## src/rtl/bias_add_stream_if.sv

```systemverilog
// Stream bundle for bias_add_stream: bias FIFO read side, accumulator FIFO
// read side and output FIFO write side, all with ap_fifo semantics.
// slave = the bias adder (pops bias/input, pushes output); master = the FIFO side.
interface bias_add_stream_if #(
   parameter int COEFF_WIDTH = 16,
   parameter int ACC_WIDTH   = 32
);
   logic [COEFF_WIDTH-1:0] bias_V_dout;
   logic                   bias_V_empty_n;
   logic                   bias_V_read;
   logic [ACC_WIDTH-1:0]   input_V_dout;
   logic                   input_V_empty_n;
   logic                   input_V_read;
   logic [ACC_WIDTH-1:0]   output_V_din;
   logic                   output_V_full_n;
   logic                   output_V_write;

   modport slave (
      input  bias_V_dout, bias_V_empty_n,
      output bias_V_read,
      input  input_V_dout, input_V_empty_n,
      output input_V_read,
      output output_V_din, output_V_write,
      input  output_V_full_n
   );

   modport master (
      output bias_V_dout, bias_V_empty_n,
      input  bias_V_read,
      output input_V_dout, input_V_empty_n,
      input  input_V_read,
      input  output_V_din, output_V_write,
      output output_V_full_n
   );
endinterface

```

## src/rtl/bias_add_stream.sv

```systemverilog
// Loads one frame of per-channel biases, then adds them (saturating) to the
// channel-fastest accumulator stream. Latency: pop at edge t -> output from cycle t+1.
// Backpressure: a held output word stalls accumulator pops; empty inputs insert bubbles.
// Ports: ap_clk/ap_rst (sync, active-high), bus (slave view of the three FIFOs),
// frame_done (one-cycle pulse the cycle after a frame's last word is written).
module bias_add_stream #(
   parameter int COEFF_WIDTH  = 16,
   parameter int ACC_WIDTH    = 32,
   parameter int OUT_CHANNELS = 16,
   parameter int PIXELS       = 64
) (
   input  logic                ap_clk,
   input  logic                ap_rst,
   bias_add_stream_if.slave    bus,
   output logic                frame_done
);
   localparam int CW = (OUT_CHANNELS > 1) ? $clog2(OUT_CHANNELS) : 1;
   localparam int PW = (PIXELS > 1) ? $clog2(PIXELS) : 1;
   localparam logic [CW-1:0] CH_LAST  = CW'(OUT_CHANNELS - 1);
   localparam logic [PW-1:0] PIX_LAST = PW'(PIXELS - 1);
   localparam logic [ACC_WIDTH-1:0] ACC_MAX = {1'b0, {(ACC_WIDTH-1){1'b1}}};
   localparam logic [ACC_WIDTH-1:0] ACC_MIN = {1'b1, {(ACC_WIDTH-1){1'b0}}};

   typedef enum logic {LOAD, RUN} state_t;

   state_t                 state_q;
   logic [CW-1:0]          load_cnt_q;
   logic [CW-1:0]          ch_cnt_q;
   logic [PW-1:0]          pix_cnt_q;
   logic                   out_valid_q;
   logic                   out_last_q;
   logic                   frame_done_q;
   logic [ACC_WIDTH-1:0]   dout_q;
   logic [ACC_WIDTH-1:0]   dout_d;
   logic [COEFF_WIDTH-1:0] bias_q [OUT_CHANNELS];

   logic                   bias_rd;
   logic                   acc_rd;
   logic                   out_wr;
   logic                   adv;
   logic                   ch_wrap;
   logic                   frame_end;
   logic [COEFF_WIDTH-1:0] bias_sel;
   logic [ACC_WIDTH:0]     sum;

   assign bias_rd   = (state_q == LOAD) & bus.bias_V_empty_n;
   // The output register can take a new word if it is empty or being drained now.
   assign adv       = ~out_valid_q | bus.output_V_full_n;
   assign acc_rd    = (state_q == RUN) & bus.input_V_empty_n & adv;
   assign out_wr    = out_valid_q & bus.output_V_full_n;
   assign ch_wrap   = (ch_cnt_q == CH_LAST);
   assign frame_end = ch_wrap & (pix_cnt_q == PIX_LAST);

   assign bias_sel = bias_q[ch_cnt_q];
   // One extra bit of headroom so the overflow direction is visible in the top two bits.
   assign sum = {bus.input_V_dout[ACC_WIDTH-1], bus.input_V_dout}
              + {{(ACC_WIDTH+1-COEFF_WIDTH){bias_sel[COEFF_WIDTH-1]}}, bias_sel};

   always_comb begin
      dout_d = sum[ACC_WIDTH-1:0];
      if (sum[ACC_WIDTH] != sum[ACC_WIDTH-1]) begin
         dout_d = sum[ACC_WIDTH] ? ACC_MIN : ACC_MAX;
      end
   end

   // Bias storage survives reset; it is always fully rewritten before use.
   always_ff @(posedge ap_clk) begin
      if (bias_rd) begin
         bias_q[load_cnt_q] <= bus.bias_V_dout;
      end
   end

   always_ff @(posedge ap_clk) begin
      if (ap_rst) begin
         state_q      <= LOAD;
         load_cnt_q   <= '0;
         ch_cnt_q     <= '0;
         pix_cnt_q    <= '0;
         out_valid_q  <= 1'b0;
         out_last_q   <= 1'b0;
         frame_done_q <= 1'b0;
         dout_q       <= '0;
      end else begin
         frame_done_q <= out_wr & out_last_q;

         case (state_q)
            LOAD: begin
               if (bias_rd) begin
                  if (load_cnt_q == CH_LAST) begin
                     load_cnt_q <= '0;
                     state_q    <= RUN;
                  end else begin
                     load_cnt_q <= load_cnt_q + CW'(1);
                  end
               end
            end
            RUN: begin
               if (acc_rd) begin
                  if (frame_end) begin
                     ch_cnt_q  <= '0;
                     pix_cnt_q <= '0;
                     state_q   <= LOAD;
                  end else if (ch_wrap) begin
                     ch_cnt_q  <= '0;
                     pix_cnt_q <= pix_cnt_q + PW'(1);
                  end else begin
                     ch_cnt_q  <= ch_cnt_q + CW'(1);
                  end
               end
            end
            default: state_q <= LOAD;
         endcase

         // A pop refills the register (even while it drains); a bare write empties it.
         if (acc_rd) begin
            out_valid_q <= 1'b1;
            out_last_q  <= frame_end;
            dout_q      <= dout_d;
         end else if (out_wr) begin
            out_valid_q <= 1'b0;
            out_last_q  <= 1'b0;
         end
      end
   end

   assign bus.bias_V_read    = bias_rd;
   assign bus.input_V_read   = acc_rd;
   assign bus.output_V_write = out_wr;
   assign bus.output_V_din   = dout_q;
   assign frame_done         = frame_done_q;
endmodule

```

## src/flat_wrapper.sv

```systemverilog
// flat-port wrapper written by rule: the top's interface ports become plain ports
module bias_add_stream_flat 
#(
   parameter int COEFF_WIDTH  = 16,
   parameter int ACC_WIDTH    = 32,
   parameter int OUT_CHANNELS = 16,
   parameter int PIXELS       = 64
)
  (ap_clk, ap_rst, frame_done, bus_bias_V_dout, bus_bias_V_empty_n, bus_bias_V_read, bus_input_V_dout, bus_input_V_empty_n, bus_input_V_read, bus_output_V_din, bus_output_V_write, bus_output_V_full_n);
  bias_add_stream_if #(.COEFF_WIDTH(COEFF_WIDTH), .ACC_WIDTH(ACC_WIDTH)) bus_i ();
  input  logic ap_clk;
  input  logic ap_rst;
  output logic frame_done;
  input wire logic [$bits(bus_i.bias_V_dout)-1:0] bus_bias_V_dout;
  input wire logic [$bits(bus_i.bias_V_empty_n)-1:0] bus_bias_V_empty_n;
  output wire logic [$bits(bus_i.bias_V_read)-1:0] bus_bias_V_read;
  input wire logic [$bits(bus_i.input_V_dout)-1:0] bus_input_V_dout;
  input wire logic [$bits(bus_i.input_V_empty_n)-1:0] bus_input_V_empty_n;
  output wire logic [$bits(bus_i.input_V_read)-1:0] bus_input_V_read;
  output wire logic [$bits(bus_i.output_V_din)-1:0] bus_output_V_din;
  output wire logic [$bits(bus_i.output_V_write)-1:0] bus_output_V_write;
  input wire logic [$bits(bus_i.output_V_full_n)-1:0] bus_output_V_full_n;
  assign bus_i.bias_V_dout = bus_bias_V_dout;
  assign bus_i.bias_V_empty_n = bus_bias_V_empty_n;
  assign bus_bias_V_read = bus_i.bias_V_read;
  assign bus_i.input_V_dout = bus_input_V_dout;
  assign bus_i.input_V_empty_n = bus_input_V_empty_n;
  assign bus_input_V_read = bus_i.input_V_read;
  assign bus_output_V_din = bus_i.output_V_din;
  assign bus_output_V_write = bus_i.output_V_write;
  assign bus_i.output_V_full_n = bus_output_V_full_n;
  bias_add_stream #(.COEFF_WIDTH(COEFF_WIDTH), .ACC_WIDTH(ACC_WIDTH), .OUT_CHANNELS(OUT_CHANNELS), .PIXELS(PIXELS)) u_core (.ap_clk(ap_clk), .ap_rst(ap_rst), .bus(bus_i), .frame_done(frame_done));
endmodule
```

## config.mk

```make
export PLATFORM = sky130hd
export DESIGN_NAME = bias_add_stream_flat
export DESIGN_NICKNAME = d
export VERILOG_FILES = /design/src/rtl/bias_add_stream_if.sv /design/src/rtl/bias_add_stream.sv /design/src/flat_wrapper.sv
export SDC_FILE = /design/constraint.sdc
export NUM_CORES = 1
export LEC_CHECK = 0
export CORE_MARGIN = 2
export CORE_UTILIZATION = 55
export DETAILED_ROUTE_END_ITERATION = 10
export MAX_ROUTING_LAYER = met4
export PLACE_DENSITY = 0.83
export SLEW_MARGIN = 20
export SYNTH_ARGS = -nofsm -noshare
export SYNTH_HDL_FRONTEND = slang
export SYNTH_SLANG_ARGS = --single-unit
```

## constraint.sdc

```tcl
create_clock -name ap_clk -period 5.14 [get_ports ap_clk]
set_input_delay 0.514 -clock ap_clk [delete_from_list [all_inputs] [get_ports ap_clk]]
set_output_delay 0.514 -clock ap_clk [all_outputs]
set_load 0.005 [all_outputs]
```

==> impl_metrics.yaml <==
synth:
  syn-num-nets: 957
  synth_mux_area_frac: 0.131
  synth-compound-area-share: 0.0818
  synth-seq-cells: 310
  synth_top_family_by_area: "multiplexers"
  ys_warn_count: 0
  yosys-top-cells-area: "edfxtp_1, mux4_2, dfxtp_1, ha_1, maj3_2"
  synthDominantCellAreaShare: 0.555
  synth-async-reset-ratio: 0
  synth-xor-area-share: 0.0254
  yosysSeqAreaShare: 0.633
  yosys-top-cells-count: "edfxtp_1, mux4_2, nor2_1, dfxtp_1, a21oi_1"
  yosys.area_share.simple: 0.0537
  synth.most_common_cell: "edfxtp_1"
  synthesis.area_um2: 13900
  synthDistinctLibCells: 57
  avgSynthCellArea_um2: 16.0
  synth_fa_ha_area_frac: 0.0574
  yosysTopAreaCell: "edfxtp_1"
  postSynthCellCount: 865
  ys.flop_type: "edfxtp_1"
  synth-edff-count: 256
worst_setup_path:
  crit_type: "flip-flop to flip-flop"
  rr_endpoint: "u_core.bus.output_V_din[28]$_SDFFE_PP0P_"
  path_cells: "buf_12 > mux4_2 > mux4_2 > ha_1 > a211oi_1 > o21a_2 > a21boi_2 > a21bo_4 > a31o_4 > a21oi_4 > xor2_4 > buf_4 > a21oi_1 > o221a_1"
  critical_path_required_ns: 5.60
  worstSetupStartpointType: "flip-flop"
  crit_slowest_cell: "dfxtp_4"
  critPathBufInv: 2
  arrival_ns: 5.11
  endpoint_kind: "flip-flop"
  path_delay_family: "compound AO/OA/AOI/OAI gates"
  cpMostUsedCell: "mux4_2"
  regToRegSetupSlack_ns: 0.48
  worst-path-max-fanout: 27
  slowest_delay_ns: 0.55
  reg2reg_depth: 14
pwr:
  irDropWorstVdd_v: 0.000326
  internal-power_mw: 4.13
  clkPwrFrac: 0.381
  combPwrFrac: 0.109
  switching_share: 0.236
  power_density_nw_per_um2: 337
  p_seq_frac: 0.510
  p_leak_nw: 5.14
  switchingPower_mw: 1.28
routing:
  via_count: 8018
  first_iter_violations: 743
  drt_pass1_iterations: 5
  vias_per_cell: 6.11
  wl_mm: 31.8
  drc: 0
  wl_per_cell_um: 24.2
  drtAntennaViolNets: 0
worst_hold_path:
  holdPathEnd: "u_core.bus.output_V_din[31]$_SDFFE_PP0P_"
  hold_start: "u_core.bus.output_V_din[31]$_SDFFE_PP0P_"
  hold_path.class: "flip-flop to flip-flop"
  hold_path_depth: 2
clock_tree:
  cts_resized: 0
  cts_sinks: 310
  hold_buffers: 0
  cts_tree: "yes"
  clockBufferDepth: 3
  root_buffer: "clkbuf_16"
  cts_max_level: 1
  clk_pin_slew_ns: 0.06
  cts_setup_buffers: 0
  cts-buffers-inserted: 30
  clock_latency_ns: 0.57
sta:
  hold_viol: 0
  slew_violations: 0
  rsz0062_at_grt: "false"
  clock_skew_ns: 0.0130
  post-route-min-period_ns: 4.66
  fmaxAchievable_mhz: 215
  relSlewSlack: 0.224
  tns_ns: 0
  fin_crit_sh: 0.906
  timing.hold.ws_ns: 0.480
  tightest_slew_ns: 1.16
  setup_viol: 0
floorplan:
  initial_core_util: 0.555
  std_cell_rows: 58
  core_region_area_um2: 25000
  die_area_um2: 26500
  io_pins: 89
  die_width_um: 163
  die_h_um: 163
final_layout:
  drive_above_1_share: 0.206
  n_antenna_cell: 0
  nets: 1051
  area_delta_synth_final_pct: 15.6
global_route:
  antenna_found_initial: 0
  grt_pass1_vias: 8042
  grt_max_degree: 50
  grt.total_usage: 0.250
  grt_pass1_wl_mm: 47.5
  grt_overflow_total: 0
run_status:
  status: "completed"
placed_design:
  portBuffers: 88
  place_congestion: 0.846
  place_hpwl_mm: 19.4
job:
  maxCapViolations: 0
==> placed cells by master, fill, tap and decap left out, types with 3 or more instances in the layout <==
cell	netlist	layout
o21ai_1	7	6
and2_1	17	15
clkbuf_16	0	30
clkdlybuf4s50_1	0	87
a21oi_1	50	50
maj3_1	3	3
xor2_1	19	19
nand3_1	14	14
mux4_2	80	80
nand4_1	7	7
clkbuf_1	22	9
clkinvlp_4	0	4
a31oi_1	3	3
xnor2_1	18	18
o221a_1	4	4
edfxtp_1	256	256
nor2_1	57	57
nor3_1	3	3
buf_4	0	14
nor2b_1	5	5
maj3_2	24	24
o211ai_1	5	5
and3_1	3	3
nand2_1	35	35
dfxtp_1	54	52
nand2b_1	5	5
a21o_1	9	9
o21bai_1	6	6
inv_1	15	14
a211oi_2	21	21
ha_1	38	38
a211oi_1	7	7
o21ai_0	25	25
or3_1	3	3
clkinv_1	1	5
clkinv_2	0	6
==> registers in the layout, summed over array words and instances (netlist names), named ones only <==
register and flops:
u_core.bias_q 256, u_core.bus.output_V_din 32, u_core.ch_cnt_q 4, u_core.frame_done 1
u_core.load_cnt_q 4, u_core.out_last_q 1, u_core.out_valid_q 1, u_core.pix_cnt_q 6
u_core.state_q 1
==> stage by stage <==
stage	instances	utilization	instance area [um2]	power (mW)	worst slack [ns]
finish	1312	0.642	16000	5.40	0.484
global route	1312	0.642	16000	5.55	0.207
CTS	1312	0.642	16000	5.42	0.458
detailed placement	1257	0.605	15100	3.39	0.515
global placement	1257	0.605	15100	3.38	0.556
floorplan	865	-	13900	3.23	0.453
==> layer usage <==
metal / track usage / part of all wire / routed length [um] / vias up
li1: - / - / - / 3605
met5: - / 0 / 0 / -
met2: 0.430 / 0.51 / 16200 / 389
met1: 0.304 / 0.38 / 12200 / 3935
met3: 0.0423 / 0.078 / 2470 / 89
met4: 0.0800 / 0.031 / 990 / 0
==> how the worst max path moves through the flow <==
stage                          from                                       end  slack (ns)  depth (start not counted)
final                     flip-flop  u_core.bus.output_V_din[28]$_SDFFE_PP0P_        0.48                         14
after global routing      flip-flop  u_core.bus.output_V_din[12]$_SDFFE_PP0P_        0.21                         14
after CTS                 flip-flop  u_core.bus.output_V_din[28]$_SDFFE_PP0P_        0.46                         14
after detailed placement  flip-flop  u_core.bus.output_V_din[28]$_SDFFE_PP0P_        0.52                         14
after global placement    flip-flop  u_core.bus.output_V_din[21]$_SDFFE_PP0P_        0.56                         14
after floorplan           flip-flop  u_core.bus.output_V_din[10]$_SDFFE_PP0P_        0.45                         16
==> cell families after synthesis <==
logic type	after synthesis
adder cells (fa/ha/maj)	66
buffers and inverters	58
XOR/XNOR	38
flip-flops	310
AO/OA/AOI/OAI	155
AND/OR/NAND/NOR	157
multiplexers	81
==> cell type report <==
| cell class | count | area, um2 |
|---|---|---|
| multi-input combinational | 497 | 4840 |
| tap | 330 | 413 |
| sequential | 310 | 8770 |
| inverter | 16 | 60.1 |
| clock inverter | 16 | 135 |
| clock buffer | 39 | 785 |
| fill | 1739 | 8930 |
| timing repair buffer | 104 | 1020 |
==> power groups by stage <==
stage | registers [mW] | clock network (mW) | logic (mW)
final | 2.75 | 2.06 | 0.591
after detailed placement | 2.81 | 0 | 0.582
after global placement | 2.80 | 0 | 0.576
after CTS | 2.75 | 2.08 | 0.589
after floorplan | 2.80 | 0 | 0.426
after global routing | 2.75 | 2.16 | 0.645
==> worst min-delay path: cells and delay by family, from the launching register on <==
family             cells  cell delay (ns)
DFF                    1             0.32
AOI/OAI and AO/OA      1             0.05
and+or+nand+nor        1             0.06
Power figures use the tool's default switching activity.
